==> src/rtl/apb_master_queued.sv <==
// APB4 requester fed by a valid/ready command FIFO, with a one-entry response
// register that reports read data, slave error and wait-state timeout.
module apb_master_queued #(
  parameter int ADDR_WIDTH     = 32,
  parameter int DATA_WIDTH     = 32,
  parameter int CMD_DEPTH      = 4,
  parameter int TIMEOUT_CYCLES = 256
) (
  input  logic                           pclk_i,
  input  logic                           prstn_i,
  output logic [ADDR_WIDTH-1:0]          paddr_o,
  output logic [2:0]                     pprot_o,
  output logic                           psel_o,
  output logic                           penable_o,
  output logic                           pwrite_o,
  output logic [DATA_WIDTH-1:0]          pwdata_o,
  output logic [DATA_WIDTH/8-1:0]        pstrb_o,
  input  logic                           pready_i,
  input  logic [DATA_WIDTH-1:0]          prdata_i,
  input  logic                           pslverr_i,
  input  logic                           cmd_valid_i,
  output logic                           cmd_ready_o,
  input  logic [ADDR_WIDTH-1:0]          cmd_addr_i,
  input  logic [DATA_WIDTH-1:0]          cmd_wdata_i,
  input  logic [DATA_WIDTH/8-1:0]        cmd_strb_i,
  input  logic                           cmd_write_i,
  input  logic [2:0]                     cmd_prot_i,
  output logic                           rsp_valid_o,
  input  logic                           rsp_ready_i,
  output logic [DATA_WIDTH-1:0]          rsp_rdata_o,
  output logic                           rsp_err_o,
  output logic                           rsp_timeout_o,
  output logic [$clog2(CMD_DEPTH+1)-1:0] cmd_level_o,
  output logic                           busy_o
);

  localparam int STRB_W = DATA_WIDTH / 8;
  localparam int PTR_W  = $clog2(CMD_DEPTH);
  localparam int LVL_W  = $clog2(CMD_DEPTH + 1);
  localparam int ENT_W  = ADDR_WIDTH + DATA_WIDTH + STRB_W + 1 + 3;
  localparam int WAIT_W = (TIMEOUT_CYCLES < 2) ? 1 : $clog2(TIMEOUT_CYCLES);
  localparam logic [WAIT_W-1:0] WAIT_LAST =
    WAIT_W'((TIMEOUT_CYCLES > 0) ? TIMEOUT_CYCLES - 1 : 0);

  localparam logic [1:0] S_IDLE   = 2'd0;
  localparam logic [1:0] S_SETUP  = 2'd1;
  localparam logic [1:0] S_ACCESS = 2'd2;

  logic [ENT_W-1:0]      r_fifo [CMD_DEPTH];
  logic [PTR_W-1:0]      r_wr_ptr, r_rd_ptr;
  logic [LVL_W-1:0]      r_level;
  logic [1:0]            r_state;
  logic [WAIT_W-1:0]     r_wait_cnt;
  logic [ADDR_WIDTH-1:0] r_paddr;
  logic [2:0]            r_pprot;
  logic                  r_psel, r_penable, r_pwrite;
  logic [DATA_WIDTH-1:0] r_pwdata;
  logic [STRB_W-1:0]     r_pstrb;
  logic                  r_rsp_valid, r_rsp_err, r_rsp_timeout;
  logic [DATA_WIDTH-1:0] r_rsp_rdata;

  logic                  w_cmd_ready, w_push, w_start;
  logic [ADDR_WIDTH-1:0] w_head_addr;
  logic [DATA_WIDTH-1:0] w_head_wdata;
  logic [STRB_W-1:0]     w_head_strb;
  logic                  w_head_write;
  logic [2:0]            w_head_prot;

  assign w_cmd_ready = (r_level != LVL_W'(CMD_DEPTH));
  assign w_push      = cmd_valid_i && w_cmd_ready;
  // A transfer only starts when its response cannot overwrite an unread one.
  assign w_start     = (r_state == S_IDLE) && (r_level != '0) &&
                       (!r_rsp_valid || rsp_ready_i);

  assign {w_head_addr, w_head_wdata, w_head_strb, w_head_write, w_head_prot} = r_fifo[r_rd_ptr];

  // NOTE: FIFO storage is deliberately not reset; the pointers and level define validity.
  always_ff @(posedge pclk_i) begin
    if (w_push) r_fifo[r_wr_ptr] <= {cmd_addr_i, cmd_wdata_i, cmd_strb_i, cmd_write_i, cmd_prot_i};
  end

  always_ff @(posedge pclk_i or negedge prstn_i) begin
    if (!prstn_i) begin
      r_wr_ptr      <= '0;
      r_rd_ptr      <= '0;
      r_level       <= '0;
      r_state       <= S_IDLE;
      r_wait_cnt    <= '0;
      r_paddr       <= '0;
      r_pprot       <= '0;
      r_psel        <= 1'b0;
      r_penable     <= 1'b0;
      r_pwrite      <= 1'b0;
      r_pwdata      <= '0;
      r_pstrb       <= '0;
      r_rsp_valid   <= 1'b0;
      r_rsp_err     <= 1'b0;
      r_rsp_timeout <= 1'b0;
      r_rsp_rdata   <= '0;
    end else begin
      if (w_push)  r_wr_ptr <= r_wr_ptr + 1'b1;
      if (w_start) r_rd_ptr <= r_rd_ptr + 1'b1;
      if (w_push && !w_start)      r_level <= r_level + 1'b1;
      else if (!w_push && w_start) r_level <= r_level - 1'b1;

      if (r_rsp_valid && rsp_ready_i) r_rsp_valid <= 1'b0;

      case (r_state)
        S_IDLE: begin
          if (w_start) begin
            r_paddr    <= w_head_addr;
            r_pprot    <= w_head_prot;
            r_pwrite   <= w_head_write;
            r_pwdata   <= w_head_write ? w_head_wdata : '0;
            r_pstrb    <= w_head_write ? w_head_strb : '0;
            r_psel     <= 1'b1;
            r_wait_cnt <= '0;
            r_state    <= S_SETUP;
          end
        end
        S_SETUP: begin
          r_penable <= 1'b1;
          r_state   <= S_ACCESS;
        end
        S_ACCESS: begin
          if (pready_i) begin
            r_psel        <= 1'b0;
            r_penable     <= 1'b0;
            r_state       <= S_IDLE;
            r_rsp_valid   <= 1'b1;
            r_rsp_err     <= pslverr_i;
            r_rsp_timeout <= 1'b0;
            r_rsp_rdata   <= (!r_pwrite && !pslverr_i) ? prdata_i : '0;
          end else if ((TIMEOUT_CYCLES != 0) && (r_wait_cnt == WAIT_LAST)) begin
            r_psel        <= 1'b0;
            r_penable     <= 1'b0;
            r_state       <= S_IDLE;
            r_rsp_valid   <= 1'b1;
            r_rsp_err     <= 1'b1;
            r_rsp_timeout <= 1'b1;
            r_rsp_rdata   <= '0;
          end else begin
            r_wait_cnt <= r_wait_cnt + 1'b1;
          end
        end
        default: begin
          r_psel    <= 1'b0;
          r_penable <= 1'b0;
          r_state   <= S_IDLE;
        end
      endcase
    end
  end

  assign paddr_o       = r_paddr;
  assign pprot_o       = r_pprot;
  assign psel_o        = r_psel;
  assign penable_o     = r_penable;
  assign pwrite_o      = r_pwrite;
  assign pwdata_o      = r_pwdata;
  assign pstrb_o       = r_pstrb;
  assign cmd_ready_o   = w_cmd_ready;
  assign cmd_level_o   = r_level;
  assign rsp_valid_o   = r_rsp_valid;
  assign rsp_rdata_o   = r_rsp_rdata;
  assign rsp_err_o     = r_rsp_err;
  assign rsp_timeout_o = r_rsp_timeout;
  assign busy_o        = (r_state != S_IDLE) || (r_level != '0) || r_rsp_valid;

endmodule

==> config.mk <==
export PLATFORM = sky130hd
export DESIGN_NAME = apb_master_queued
export DESIGN_NICKNAME = d
export VERILOG_FILES = /design/src/rtl/apb_master_queued.sv
export SDC_FILE = /design/constraint.sdc
export NUM_CORES = 1
export LEC_CHECK = 0
export CAP_MARGIN = 20
export CORE_MARGIN = 10
export CORE_UTILIZATION = 50
export CTS_BUF_LIST = sky130_fd_sc_hd__clkbuf_16
export DETAILED_ROUTE_END_ITERATION = 12
export PLACE_DENSITY = 0.74
export SLEW_MARGIN = 40
export SYNTH_ARGS = -nofsm -noshare
export SYNTH_HDL_FRONTEND = slang
export SYNTH_SLANG_ARGS = --single-unit
export TNS_END_PERCENT = 5
==> constraint.sdc <==
create_clock -name pclk_i -period 5.55 [get_ports pclk_i]
set_input_delay 1.11 -clock pclk_i [delete_from_list [all_inputs] [get_ports pclk_i]]
set_output_delay 1.11 -clock pclk_i [all_outputs]
set_load 0.02 [all_outputs]
# --- Word-level counts from Yosys, hierarchy flattened ---
# Memory sizes are Yosys's and may differ from the RTL's.
# Cells that the tools add are included.
word_totals:
  ff_bits: 126
  mem_bits_rw: 288
  elab_cells: 88
  n_memories: 1
op_classes:
  add_sub_neg: 5
  n_eq_ne: 8
  n_mux: 29
  n_bitwise: 2
  reduce_logical: 27
memory_table:
  columns: ["memory", "words", "width", "read_ports", "rd_clocked_by_memory_dff", "write_ports", "line_no", "text"]
  rows:
  - ["r_fifo", 4, 72, 1, 0, 1, "49", "logic [ENT_W-1:0] r_fifo [CMD_DEPTH];"]
ops:
  columns: ["cell", "n"]
  rows:
  - ["2-to-1 mux 32 bit", 4]
  - ["2-to-1 mux 8 bit", 3]
  - ["one-hot mux 8 bit (2 select lines)", 1]
  - ["2-to-1 mux 1 bit", 12]
  - ["adder 8 x 1 -> 8 bit, second input constant", 1]
  - ["equality test 8 bit, second input constant", 1]
  - ["AND reduction 2 bit", 4]
  - ["nonzero test 2 bit", 4]
  - ["logical AND 1 bit", 7]
  - ["2-to-1 mux 2 bit", 3]
  - ["2-to-1 mux 3 bit", 2]
  - ["!= test 2 bit, second input constant", 3]
  - ["!= test 3 bit, second input constant", 2]
  - ["one-hot mux 1 bit (3 select lines)", 2]
  - ["one-hot mux 2 bit (3 select lines)", 1]
  - ["zero test 1 bit", 5]
  - ["adder 2 x 1 -> 2 bit, second input constant", 2]
  - ["2-to-1 mux 4 bit", 1]
  - ["AND reduction 4 bit", 1]
  - ["adder 3 x 1 -> 3 bit, second input constant", 1]
  - ["logical OR 1 bit", 3]
  - ["AND reduction 3 bit", 1]
  - ["nonzero test 3 bit", 1]
  - ["subtractor 3 x 1 -> 3 bit, second input constant", 1]
  - ["4 further kinds", 5]

# --- Depth between registers and ports, before layout ---
# Gate-level depths: netlist (run 1).
depth:
  ltp_word: 6
  mapped_depth: 11
  depth_no_buf: 9

# --- Worst setup path after synthesis (run 1) ---
# No wires, ideal clock.
synth_timing:
  path_kind: "input port to flip-flop"
  start: "in cmd_valid_i"
  end: "mem r_fifo[3][0] in the netlist's numbering (enable)"
  arrival_ps: 2845
  required_ps: 5112
  setup_slack_ps: 2267
  cell_stages: 1
  n_path_buf: 0
  cell_sequence: "and3_1"
synth_between:
  elab_chain_cells: 3
synth_lines:
  columns: ["element", "line_no", "text"]
  rows:
  - ["start: declaration", "21", "input logic cmd_valid_i,"]
  - ["logical AND 1 bit", "70", "assign w_push = cmd_valid_i && w_cmd_ready;"]
  - ["2-to-1 mux 1 bit", "79", "if (w_push) r_fifo[r_wr_ptr] <= {cmd_addr_i, cmd_wdata_i, cmd_strb_i, cmd_write_i, cmd_prot_i};"]
  - ["2-to-1 mux 1 bit (implied by the code)", "79", null]
  - ["end: declaration", "49", null]
# No other way between the ends.

# --- Worst setup path in the final report (run 1) ---
layout_timing:
  start: "reg r_level[1], in the netlist cmd_level_o[1]"
  end: "out busy_o"
layout_between:
  elab_chain_cells: 3
layout_lines:
  columns: ["element", "line_no", "text"]
  rows:
  - ["start: declaration", "51", "logic [LVL_W-1:0] r_level;"]
  - ["start signal: assignment", "103", "if (w_push && !w_start) r_level <= r_level + 1'b1;"]
  - ["start signal: assignment", "104", "else if (!w_push && w_start) r_level <= r_level - 1'b1;"]
  - ["nonzero test 3 bit", "168", "assign busy_o = (r_state != S_IDLE) || (r_level != '0) || r_rsp_valid;"]
  - ["logical OR 1 bit (2 in series)", "168", null]
  - ["end: declaration", "34", "output logic busy_o"]
# No other way between the ends.

==> summary.md, run 1 <==
| Metric | Value |
|---|---|
| Endpoints failing setup | `0` |
| Worst rel slew slack | `49.4%` |
| Register Area | `11800 sq um` |
| Area of the multi-input gates | `3490 sq um` |
| Core Area | `30700 sq um` |
| Site Rows | `64` |
| Worst Path Required | `4.44 ns` |
| Leakage | `7.41 nW` |
| Fmax | `0.284 GHz` |
| Hold Buf Count CTS | `0` |
| Setup_tns | `0 ns` |
| GR Overflow Total | `0` |
| Sw Share | `32.6%` |
| Clk root buf | `clkbuf_16` |
| Initial DRC count | `541` |
| Worst path slowest cell | `clkdlybuf4s50_1` |
| Slew @ Worst Pin | `0.759 ns` |
| Worst-case reg-to-reg path depth | `9` |
| First-pass GRT wire length | `53500 microns` |
| Final period util | `63.4%` |
| Max Slew Vio Count | `0` |
| DR pass1 iterations | `5` |
| Net Switching | `0.00360 W` |
| Unrepaired setup endpoints after global routing | `no` |
| Min Tclk post-route | `3.52 ns` |
| Status | `complete, no violations` |
| Syn. warnings | `0` |
| Die Span X | `197 microns` |
| Worst Path Max Fanout | `5` |
| Crit Reg-Reg Startpoint | `r_state[1]` |
| HPWL Detailed | `20900 microns` |
| Kind of critical path | `reg -> out` |
| #FFs+latches synth | `414` |
| Die ar. | `38700 sq um` |
| Final hold violation count | `0` |
| Max-Cap Viols | `0` |
| Post-synthesis sequential area ratio | `75.5%` |
| Worst Setup Start Kind | `flop` |
| Longest Clk Path Bufs | `3` |
| Syn Nets | `993` |
| Clock Latency Late Sink | `0.53 ns` |
| Starting Density | `50.8%` |
| Total setup buffers inserted after CTS | `0` |
| Die span in y | `197 microns` |
| Routed Antenna Nets | `0` |
| Clk pwr share | `24.5%` |
| Avg Cell Area, Syn | `17.8 sq um` |
| WHS Path Cells | `2` |
| I/O Pins | `224` |
| Synth cell types | `48` |
| Via count | `8449` |
| Hold Path Sink | `paddr_o[9]` |
| H-tree depth | `2` |
| Layout area overhead | `25.8%` |
| Post-route DRC | `0` |
| Sequence of cells on the critical path | `or3_1, or4_1, clkdlybuf4s50_1` |
| Min-delay worst type | `reg -> reg` |
| Synth Flop Type | `edfxtp_1` |
| Total GRT Usage | `17.6%` |
| Arr. time, crit path | `2.41 ns` |
| Largest net degree at the start of global routing | `82` |
| Post-Route WL | `34100 microns` |
| Internal power | `0.00746 W` |
| Final Util | `63.9%` |
| Placer congestion estimate | `0.766` |
| CTS tree | `done` |
| VDD IR max | `0.343 mV` |
| Final Net Count | `1235` |
| Vias in the first global route | `9191` |
| Max incr delay on CP | `0.59 ns` |
| Per-cell routed wire length | `22.1 microns` |
| Sequential power share | `42.0%` |
| Tot Pwr | `0.0111 W` |
| Gate power share | `33.4%` |
| CP Capture Type | `output pin` |
| Cell count after synthesis | `876` |
| Share of layout cells above drive strength 1 | `14.9%` |
| TritonCTS Buffers | `43` |
| Synth async-reset ratio | `30.4%` |
| Post-CTS sizing | `0` |
| Hold_sp | `paddr_o[9]` |
| Initial antenna violation count | `1` |
| Fillers | `2132` |
| Clock tree sinks | `414` |
| Number of synthesized flops with an enable pin | `288` |
| R2R setup slack | `2.50 ns` |
| Netlist Area Pre-Place | `15600 sq um` |
| Setup Skew | `0.0224 ns` |
| Vias per cell | `5.46` |
| Power per Cell Area | `563 nW/um^2` |
| Reg clk slew, reported paths | `0.06 ns` |
| PortBufs | `223` |
| FF-to-FF End | `cmd_level_o[2]` |
[final cells by class]
class | count | share of cell area (%)
diodes | 1 | 0.0127
clock buffers | 43 | 5.47
clock inverters | 35 | 1.32
inverters | 8 | 0.178
multi-input cells | 409 | 17.8
flip-flops and latches | 414 | 60.1
well taps | 396 | 2.52
repair buffers | 242 | 12.6
[cell usage after synthesis, drive strengths merged, types with 2 or more instances]
cell type | count | area, sq um
buf | 44 | 325
a21oi | 4 | 20.0
a22o | 33 | 289
ha | 6 | 75.1
mux2i | 2 | 20.0
o21ai | 6 | 45.0
xor2 | 4 | 35.0
and2 | 2 | 12.5
nor2 | 9 | 48.8
edfxtp | 288 | 8650
mux2 | 3 | 37.5
and3 | 8 | 50.1
dfrtp | 126 | 3150
inv | 8 | 35.0
or3 | 2 | 12.5
mux4 | 72 | 1620
nand3 | 43 | 220
o211ai | 6 | 55.1
nor4b | 2 | 32.5
nand2 | 190 | 713
xnor2 | 4 | 35.0
[layer usage]
| metal | global-route usage [%] | part of all wire [%] | up-vias |
|---|---|---|---|
| met2 | 29.0 | 48 | 266 |
| met1 | 23.0 | 43 | 4317 |
| met5 | 0 | 0.038 | - |
| met3 | 4.29 | 6.8 | 55 |
| met4 | 4.76 | 2.1 | 2 |
| li1 | - | - | 3809 |
[sequential cells by signal, indices dropped and copies added, names as in the netlist]
register,flops
pstrb_o,4
cmd_level_o,3
rsp_valid_o,1
r_state,2
r_fifo,288
pwdata_o,32
penable_o,1
pprot_o,3
r_wait_cnt,8
r_wr_ptr,2
rsp_err_o,1
pwrite_o,1
rsp_rdata_o,32
paddr_o,32
psel_o,1
r_rd_ptr,2
rsp_timeout_o,1
[cells by family (layout without fill, tap and decap cells)]
group,after synthesis,after routing,share of synthesized area (%)
other cells,0,1,0
xor+xnor,8,8,0.448
buf+inv,53,328,2.33
fa+ha+maj,7,7,0.608
flops,414,414,75.5
compound gates,53,53,2.83
mux,77,77,10.7
simple gates,264,264,7.52
[cell usage in the layout (no fill, tap or decap), drive strengths merged, types with 2 or more instances in the layout]
cell type and count:
o211ai 6, edfxtp 288, o21ai 6, nor4b 2, xnor2 4, ha 6
mux4 72, nand3 43, a22o 33, clkdlybuf4s50 222, nor2 9, or3 2
clkbuf 43, clkinv 20, mux2i 2, nand2 190, xor2 4, a21oi 4
bufinv 4, and2 2, dfrtp 126, buf 20, inv 18, and3 8
mux2 3
[worst max path at each step]
| stage | startpoint | endpoint | slack (ns) | depth (start not counted) |
|---|---|---|---|---|
| CTS | cmd_level_o[1] | busy_o | 1.98 | 3 |
| detailed placement | rsp_ready_i | cmd_level_o[2] | 1.71 | 10 |
| finish | cmd_level_o[1] | busy_o | 2.03 | 3 |
| floorplan | cmd_valid_i | r_fifo[3][0] | 2.27 | 1 |
| global placement | rsp_ready_i | cmd_level_o[2] | 1.71 | 10 |
| global route | cmd_level_o[1] | busy_o | 1.96 | 3 |
[per-stage QoR]
step	hold slack, ns	instances	area, sq um	setup slack [ns]
after floorplan	0.500	876	15600	2.27
after global placement	0.456	1460	18100	1.71
after detailed placement	0.463	1468	18300	1.71
after CTS	0.477	1546	19600	1.98
after global routing	0.501	1547	19700	1.96
final	0.474	1548	19700	2.03
[power groups by stage]
stage | sequential, W | clock (W) | combinational (W)
floorplan | 0.00497 | 0 | 0.00203
global placement | 0.00474 | 0 | 0.00356
detailed placement | 0.00476 | 0 | 0.00369
CTS | 0.00471 | 0.00278 | 0.00371
global route | 0.00475 | 0.00289 | 0.00402
finish | 0.00465 | 0.00272 | 0.00370
[worst max-delay path: cells and delay by family (launching register included)]
kind / cells / cell delay, ns
flip-flops: 1 / 0.45
buffers and inverters: 1 / 0.59
AND/OR/NAND/NOR: 2 / 0.86
Power figures use the tool's default switching activity.
==> run 2, diff against run 1 <==
Settings changed: CORE_UTILIZATION 50 to 49, PLACE_DENSITY 0.74 to 0.76.
Clock period 5.55 ns to 3 ns, I/O delays scaled along.
==> run 2 against run 1 <==
Net effect:
- count of clock-buffer cells in the layout rose by 3
- clock skew fell by 0.0021 ns
- clock power rose by 79%
- final area did not move
- setup slack got worse by 1.8 ns
- register-to-register slack got worse by 1.8 ns
- critical path type unchanged
- largest power group unchanged
==> summary.md, run 2 (same netlist as run 1, synthesis figures left out) <==
| Metric | Value |
|---|---|
| Final design instance area without fill | `19700 sq um` |
| WHS | `0.470 ns` |
| Crit Reg-Reg Startpoint | `cmd_level_o[1]` |
| Net Switching | `0.00667 W` |
| Unrepaired setup endpoints after global routing | `no` |
| VDD IR max | `0.686 mV` |
| CTS tree | `done` |
| Sequence of cells on the critical path | `or3_1, or4_1, dlygate4sd2_1` |
| PortBufs | `223` |
| Worst path top cell family by delay | `simple AND/OR/NAND/NOR gates` |
| Worst path slowest cell | `or4_1` |
| DR pass1 iterations | `5` |
| Final Util | `62.4%` |
| Worst-case reg-to-reg path depth | `9` |
| Worst rel slew slack | `52.1%` |
| Worst Path Max Fanout | `5` |
| Most common cell after layout, fill and taps aside | `edfxtp_1` |
| TritonCTS Buffers | `43` |
| Crit path buf inv count | `1` |
| Worst path depth | `3` |
| Post-Route WL | `34400 microns` |
| Leakage | `7.42 nW` |
| Initial DRC count | `527` |
| Arr. time, crit path | `2.19 ns` |
| Power per Cell Area | `1040 nW/um^2` |
| Internal power | `0.0137 W` |
| Kind of critical path | `reg -> out` |
| Post-route DRC | `0` |
| Fillers | `2273` |
| Total GRT Usage | `17.4%` |
| Hold_sp | `pwdata_o[26]` |
| Starting Density | `49.7%` |
| Top reg by flops | `r_fifo` |
| GR Overflow Total | `0` |
| Via count | `8460` |
| Sequential power share | `41.7%` |
| Reg clk slew, reported paths | `0.06 ns` |
| Placer congestion estimate | `0.756` |
| Clock Latency Late Sink | `0.53 ns` |
| Max-Cap Viols | `0` |
| Setup Skew | `0.0203 ns` |
| Initial antenna violation count | `2` |
| Clk pwr share | `23.9%` |
| Slew @ Worst Pin | `0.719 ns` |
| Commonest cells after routing, fill and taps aside | `edfxtp_1, clkdlybuf4s50_1, nand2_1` |
| Clk root buf | `clkbuf_16` |
| WHS Path Cells | `2` |
| Min Tclk post-route | `2.79 ns` |
| Layout area overhead | `25.8%` |
| Die ar. | `39400 sq um` |
| Worst Path Required | `2.40 ns` |
| DP Worst Slack | `0.315 ns` |
| Setup_tns | `0 ns` |
| Total setup buffers inserted after CTS | `0` |
| Longest Clk Path Bufs | `3` |
| Per-cell routed wire length | `22.1 microns` |
| Routed Antenna Nets | `0` |
| Endpoints failing setup | `0` |
| Min-delay worst type | `reg -> reg` |
| Sw Share | `32.7%` |
| Status | `complete, no violations` |
| H-tree depth | `2` |
| Final period util | `92.9%` |
| Largest net degree at the start of global routing | `85` |
| First-pass GRT wire length | `52900 microns` |
| HPWL Detailed | `21000 microns` |
| Final hold violation count | `0` |
| Gate power share | `34.4%` |
| Die Span X | `199 microns` |
| Vias in the first global route | `9162` |
| Clock tree sinks | `414` |
| Max reg flops | `288` |
| Site Rows | `65` |
| Max Slew Vio Count | `0` |
| Fmax | `0.359 GHz` |
| Worst Setup Start Kind | `flop` |
| Final WS setup | `0.212 ns` |
| CP Launch Point | `cmd_level_o[1]` |
| Share of layout cells above drive strength 1 | `14.6%` |
| I/O Pins | `224` |
| Core Area | `31500 sq um` |
| Max incr delay on CP | `0.46 ns` |
| CP Capture Type | `output pin` |
| Final Net Count | `1236` |
| Placed Area | `18300 sq um` |
| Vias per cell | `5.44` |
| Die span in y | `199 microns` |
-- run 2: cell types whose count changed in the layout (fill, tap and decap cells not counted), sizes merged --
cell	previous run	this run
bufinv	4	1
clkbuf	43	46
clkdlybuf4s50	222	221
clkinv	20	13
clkinvlp	1	2
diode	1	2
dlygate4sd2	0	1
dlygate4sd3	0	1
inv	18	24
-- run 2: routing by layer --
layer  wire length [microns]  vias up  track usage [%]  part of all wire, %
li1                        -     3811                -                    -
met4                     662        2             4.80                  1.9
met5                      18        -                0                0.052
met3                    2670       55             4.43                  7.7
met2                   16600      270             28.8                   48
met1                   14500     4322             22.4                   42
-- run 2: worst register-to-register path, stage by stage (launching register included) --
cell and delay, ns:
dfrtp_1 0.45, or3_1 0.40, and3_4 0.18, inv_6 0.16, ha_1 0.21, inv_1 0.06, fa_1 0.37, xor2_1 0.17
nor2_1 0.11, xor2_1 0.15
-- run 2: worst paths after layout --
kind,slack [ns],end
hold reg to reg,0.47,pwdata_o[26]
setup / recovery,0.21,busy_o
setup reg to reg,0.67,cmd_level_o[2]
hold / removal,0.47,pwdata_o[26]
min in group asynchronous,0.55,pwdata_o[23]
max in group asynchronous,1.63,paddr_o[18]
-- run 2: timing repair --
| action | 4_1_cts | 5_1_grt |
|---|---|---|
| hold buffers | 1 | 0 |
| setup endpoints to repair | 1 | 0 |
| endpoints found under the hold margin | 32 | 0 |
| gates resized for setup | 1 | 0 |
-- run 2: through the flow --
step           instances  power [W]
2_1_floorplan        876     0.0129
3_3_place_gp        1475     0.0156
3_5_place_dp        1475     0.0158
4_1_cts             1554     0.0207
5_1_grt             1554     0.0215
6_report            1556     0.0204
-- run 2: power groups by stage --
| stage | registers (W) | logic, W | clock network (W) |
|---|---|---|---|
| 6_report | 0.00849 | 0.00701 | 0.00488 |
| 5_1_grt | 0.00865 | 0.00763 | 0.00522 |
| 4_1_cts | 0.00852 | 0.00719 | 0.00500 |
| 3_5_place_dp | 0.00861 | 0.00715 | 0 |
| 3_3_place_gp | 0.00855 | 0.00702 | 0 |
| 2_1_floorplan | 0.00918 | 0.00376 | 0 |
-- run 2: cell type report --
cell class / instances / area [sq um] / share of cell area [%]
antenna: 2 / 5.00 / 0.0255
timing repair buffer: 243 / 2500 / 12.7
sequential: 414 / 11800 / 60.1
clock buffer: 46 / 1150 / 5.86
tap: 402 / 503 / 2.56
inverter: 8 / 35.0 / 0.178
clock inverter: 32 / 160 / 0.815
multi-input combinational: 409 / 3490 / 17.8
==> run 3, diff against run 2 <==
Settings changed: GPL_TIMING_DRIVEN from default to 0.
==> run 3 against run 2 <==
Net effect:
- routed wire length increased by 1.5%
- sequential power fell by 2%
- sequential share of layout area shrank 1.0 points
- combinational power up 7.0%
- highest routed layer is now met4
- largest power group unchanged
- first-iteration DRC count grew 10%
- clock skew is 0.0032 ns lower
- die area stayed put
- via count increased by 0.99%
- critical endpoint unchanged
- cell count up 2.4%
==> summary.md, run 3 (same netlist as run 1, synthesis figures left out) <==
| Metric | Value |
|---|---|
| DP Worst Slack | `-0.0531 ns` |
| Power per Cell Area | `1050 nW/um^2` |
| VDD IR max | `0.736 mV` |
| Unrepaired setup endpoints after global routing | `no` |
| GR Util met3 | `4.82%` |
| Reg clk slew, reported paths | `0.06 ns` |
| TritonCTS Buffers | `43` |
| Clock Latency Late Sink | `0.54 ns` |
| Max reg flops | `288` |
| Final design instance area without fill | `20000 sq um` |
| Commonest cells after routing, fill and taps aside | `edfxtp_1, clkdlybuf4s50_1, nand2_1` |
| Endpoints failing setup | `0` |
| Placed Area | `18600 sq um` |
| Kind of critical path | `reg -> out` |
| Largest net degree at the start of global routing | `58` |
| Site Rows | `65` |
| Worst Path Max Fanout | `5` |
| Initial DRC count | `581` |
| GR peak layer | `met2` |
| Fmax | `0.360 GHz` |
| GR Layer Usage met1 | `22.9%` |
| Max-Cap Viols | `0` |
| Die Span X | `199 microns` |
| Setup Skew | `0.0171 ns` |
| Post-route DRC | `0` |
| Placer congestion estimate | `0.805` |
| Die span in y | `199 microns` |
| Worst Setup Start Kind | `flop` |
| Initial antenna violation count | `1` |
| GR Layer Usage met2 | `29.6%` |
| Crit path buf inv count | `1` |
| Via count | `8544` |
| Starting Density | `49.7%` |
| Clk root buf | `clkbuf_16` |
| Total GRT Usage | `17.8%` |
| CTS tree | `done` |
| HPWL Detailed | `23200 microns` |
| Most common cell after layout, fill and taps aside | `edfxtp_1` |
| DR pass1 iterations | `5` |
| Sequence of cells on the critical path | `or3_1, or4_1, dlygate4sd2_1` |
| Max Slew Vio Count | `0` |
| Worst path top cell family by delay | `simple AND/OR/NAND/NOR gates` |
| Vias in the first global route | `9250` |
| Longest Clk Path Bufs | `3` |
| Per-cell routed wire length | `21.9 microns` |
| PortBufs | `223` |
| Worst rel slew slack | `52.7%` |
| Min Tclk post-route | `2.77 ns` |
| Top reg by flops | `r_fifo` |
| Final Net Count | `1272` |
| Worst path slowest cell | `dfrtp_1` |
| Final WS setup | `0.226 ns` |
| Max incr delay on CP | `0.46 ns` |
| Leakage | `7.58 nW` |
| Die ar. | `39400 sq um` |
| GR Overflow Total | `0` |
| First-pass GRT wire length | `54200 microns` |
| CP Capture Type | `output pin` |
| Vias per cell | `5.36` |
| Final hold violation count | `0` |
| Worst Path Required | `2.40 ns` |
| Status | `complete, no violations` |
| Clock tree sinks | `414` |
| Core Area | `31500 sq um` |
| Final period util | `92.5%` |
| Arr. time, crit path | `2.17 ns` |
| Slew @ Worst Pin | `0.710 ns` |
| I/O Pins | `224` |
| Min-delay worst type | `reg -> reg` |
| Post-Route WL | `35000 microns` |
| H-tree depth | `2` |
| Routed Antenna Nets | `0` |
| Share of layout cells above drive strength 1 | `16.9%` |
| Layout area overhead | `27.8%` |
==> run 3: cell count changes in the layout (fill, tap and decap cells not counted), sizes merged <==
cell    before  now
bufinv       1    3
inv         24   19
clkbuf      46   45
buf         20   55
clkinv      13   20
==> run 3: path summary, 6_finish.rpt <==
path                                     start             end  slack (ns)  depth (start not counted)
worst min register to register      pprot_o[1]      pprot_o[1]        0.47                          2
worst min-delay path                pprot_o[1]      pprot_o[1]        0.47                          2
min in group asynchronous              prstn_i     pwdata_o[8]        0.54                          2
worst max-delay path            cmd_level_o[0]          busy_o        0.23                          3
max in group asynchronous              prstn_i      paddr_o[7]        1.56                          4
worst max register to register  cmd_level_o[0]  cmd_level_o[2]        0.35                         11
==> run 3: per-layer routing <==
layer | up-vias | wire length (microns)
li1 | 3894 | -
met5 | - | 0
met2 | 274 | 17000
met3 | 52 | 2640
met1 | 4324 | 14700
met4 | 0 | 639
==> run 3: layout make-up <==
class / count / area, sq um
clock buffer: 44 / 1100
tap: 402 / 503
timing repair buffer: 234 / 2450
multi-input combinational: 409 / 3480
fill: 2233 / 11500
clock inverter: 36 / 269
sequential: 414 / 11800
inverter: 8 / 35.0
antenna: 2 / 5.00
buffer: 45 / 329
==> run 3: repair_timing <==
item                                   in CTS  in global routing
endpoints found under the hold margin      36                  0
buffers inserted                            0                  0
gates resized for setup                     1                  0
hold buffers                                1                  0
setup endpoints to repair                   1                  0
==> run 3: stage by stage <==
| step | util (%) | cells | setup TNS (ns) | hold slack [ns] | total power (W) |
|---|---|---|---|---|---|
| detailed placement | 59.1 | 1511 | -0.0531 | 0.462 | 0.0161 |
| global route | 63.5 | 1592 | 0 | 0.485 | 0.0221 |
| floorplan | - | 876 | -6.98 | 0.304 | 0.0129 |
| global placement | 58.3 | 1501 | -912.71 | 0.459 | 0.0159 |
| finish | 63.5 | 1594 | 0 | 0.473 | 0.0209 |
| CTS | 63.5 | 1592 | 0 | 0.477 | 0.0213 |
==> run 3: where the power goes <==
| group | internal, W | switching (W) | leakage (nW) |
|---|---|---|---|
| clock | 0.00294 | 0.00215 | 0.704 |
| combinational | 0.00341 | 0.00409 | 2.62 |
| sequential | 0.00774 | 0.000615 | 4.26 |
==> run 3: worst reg2reg max path: cells and delay by family (launching register included) <==
family / cells / cell delay [ns]
flops: 1 / 0.46
fa+ha+maj: 2 / 0.56
simple gates: 3 / 0.67
buf+inv: 4 / 0.57
xor+xnor: 2 / 0.32
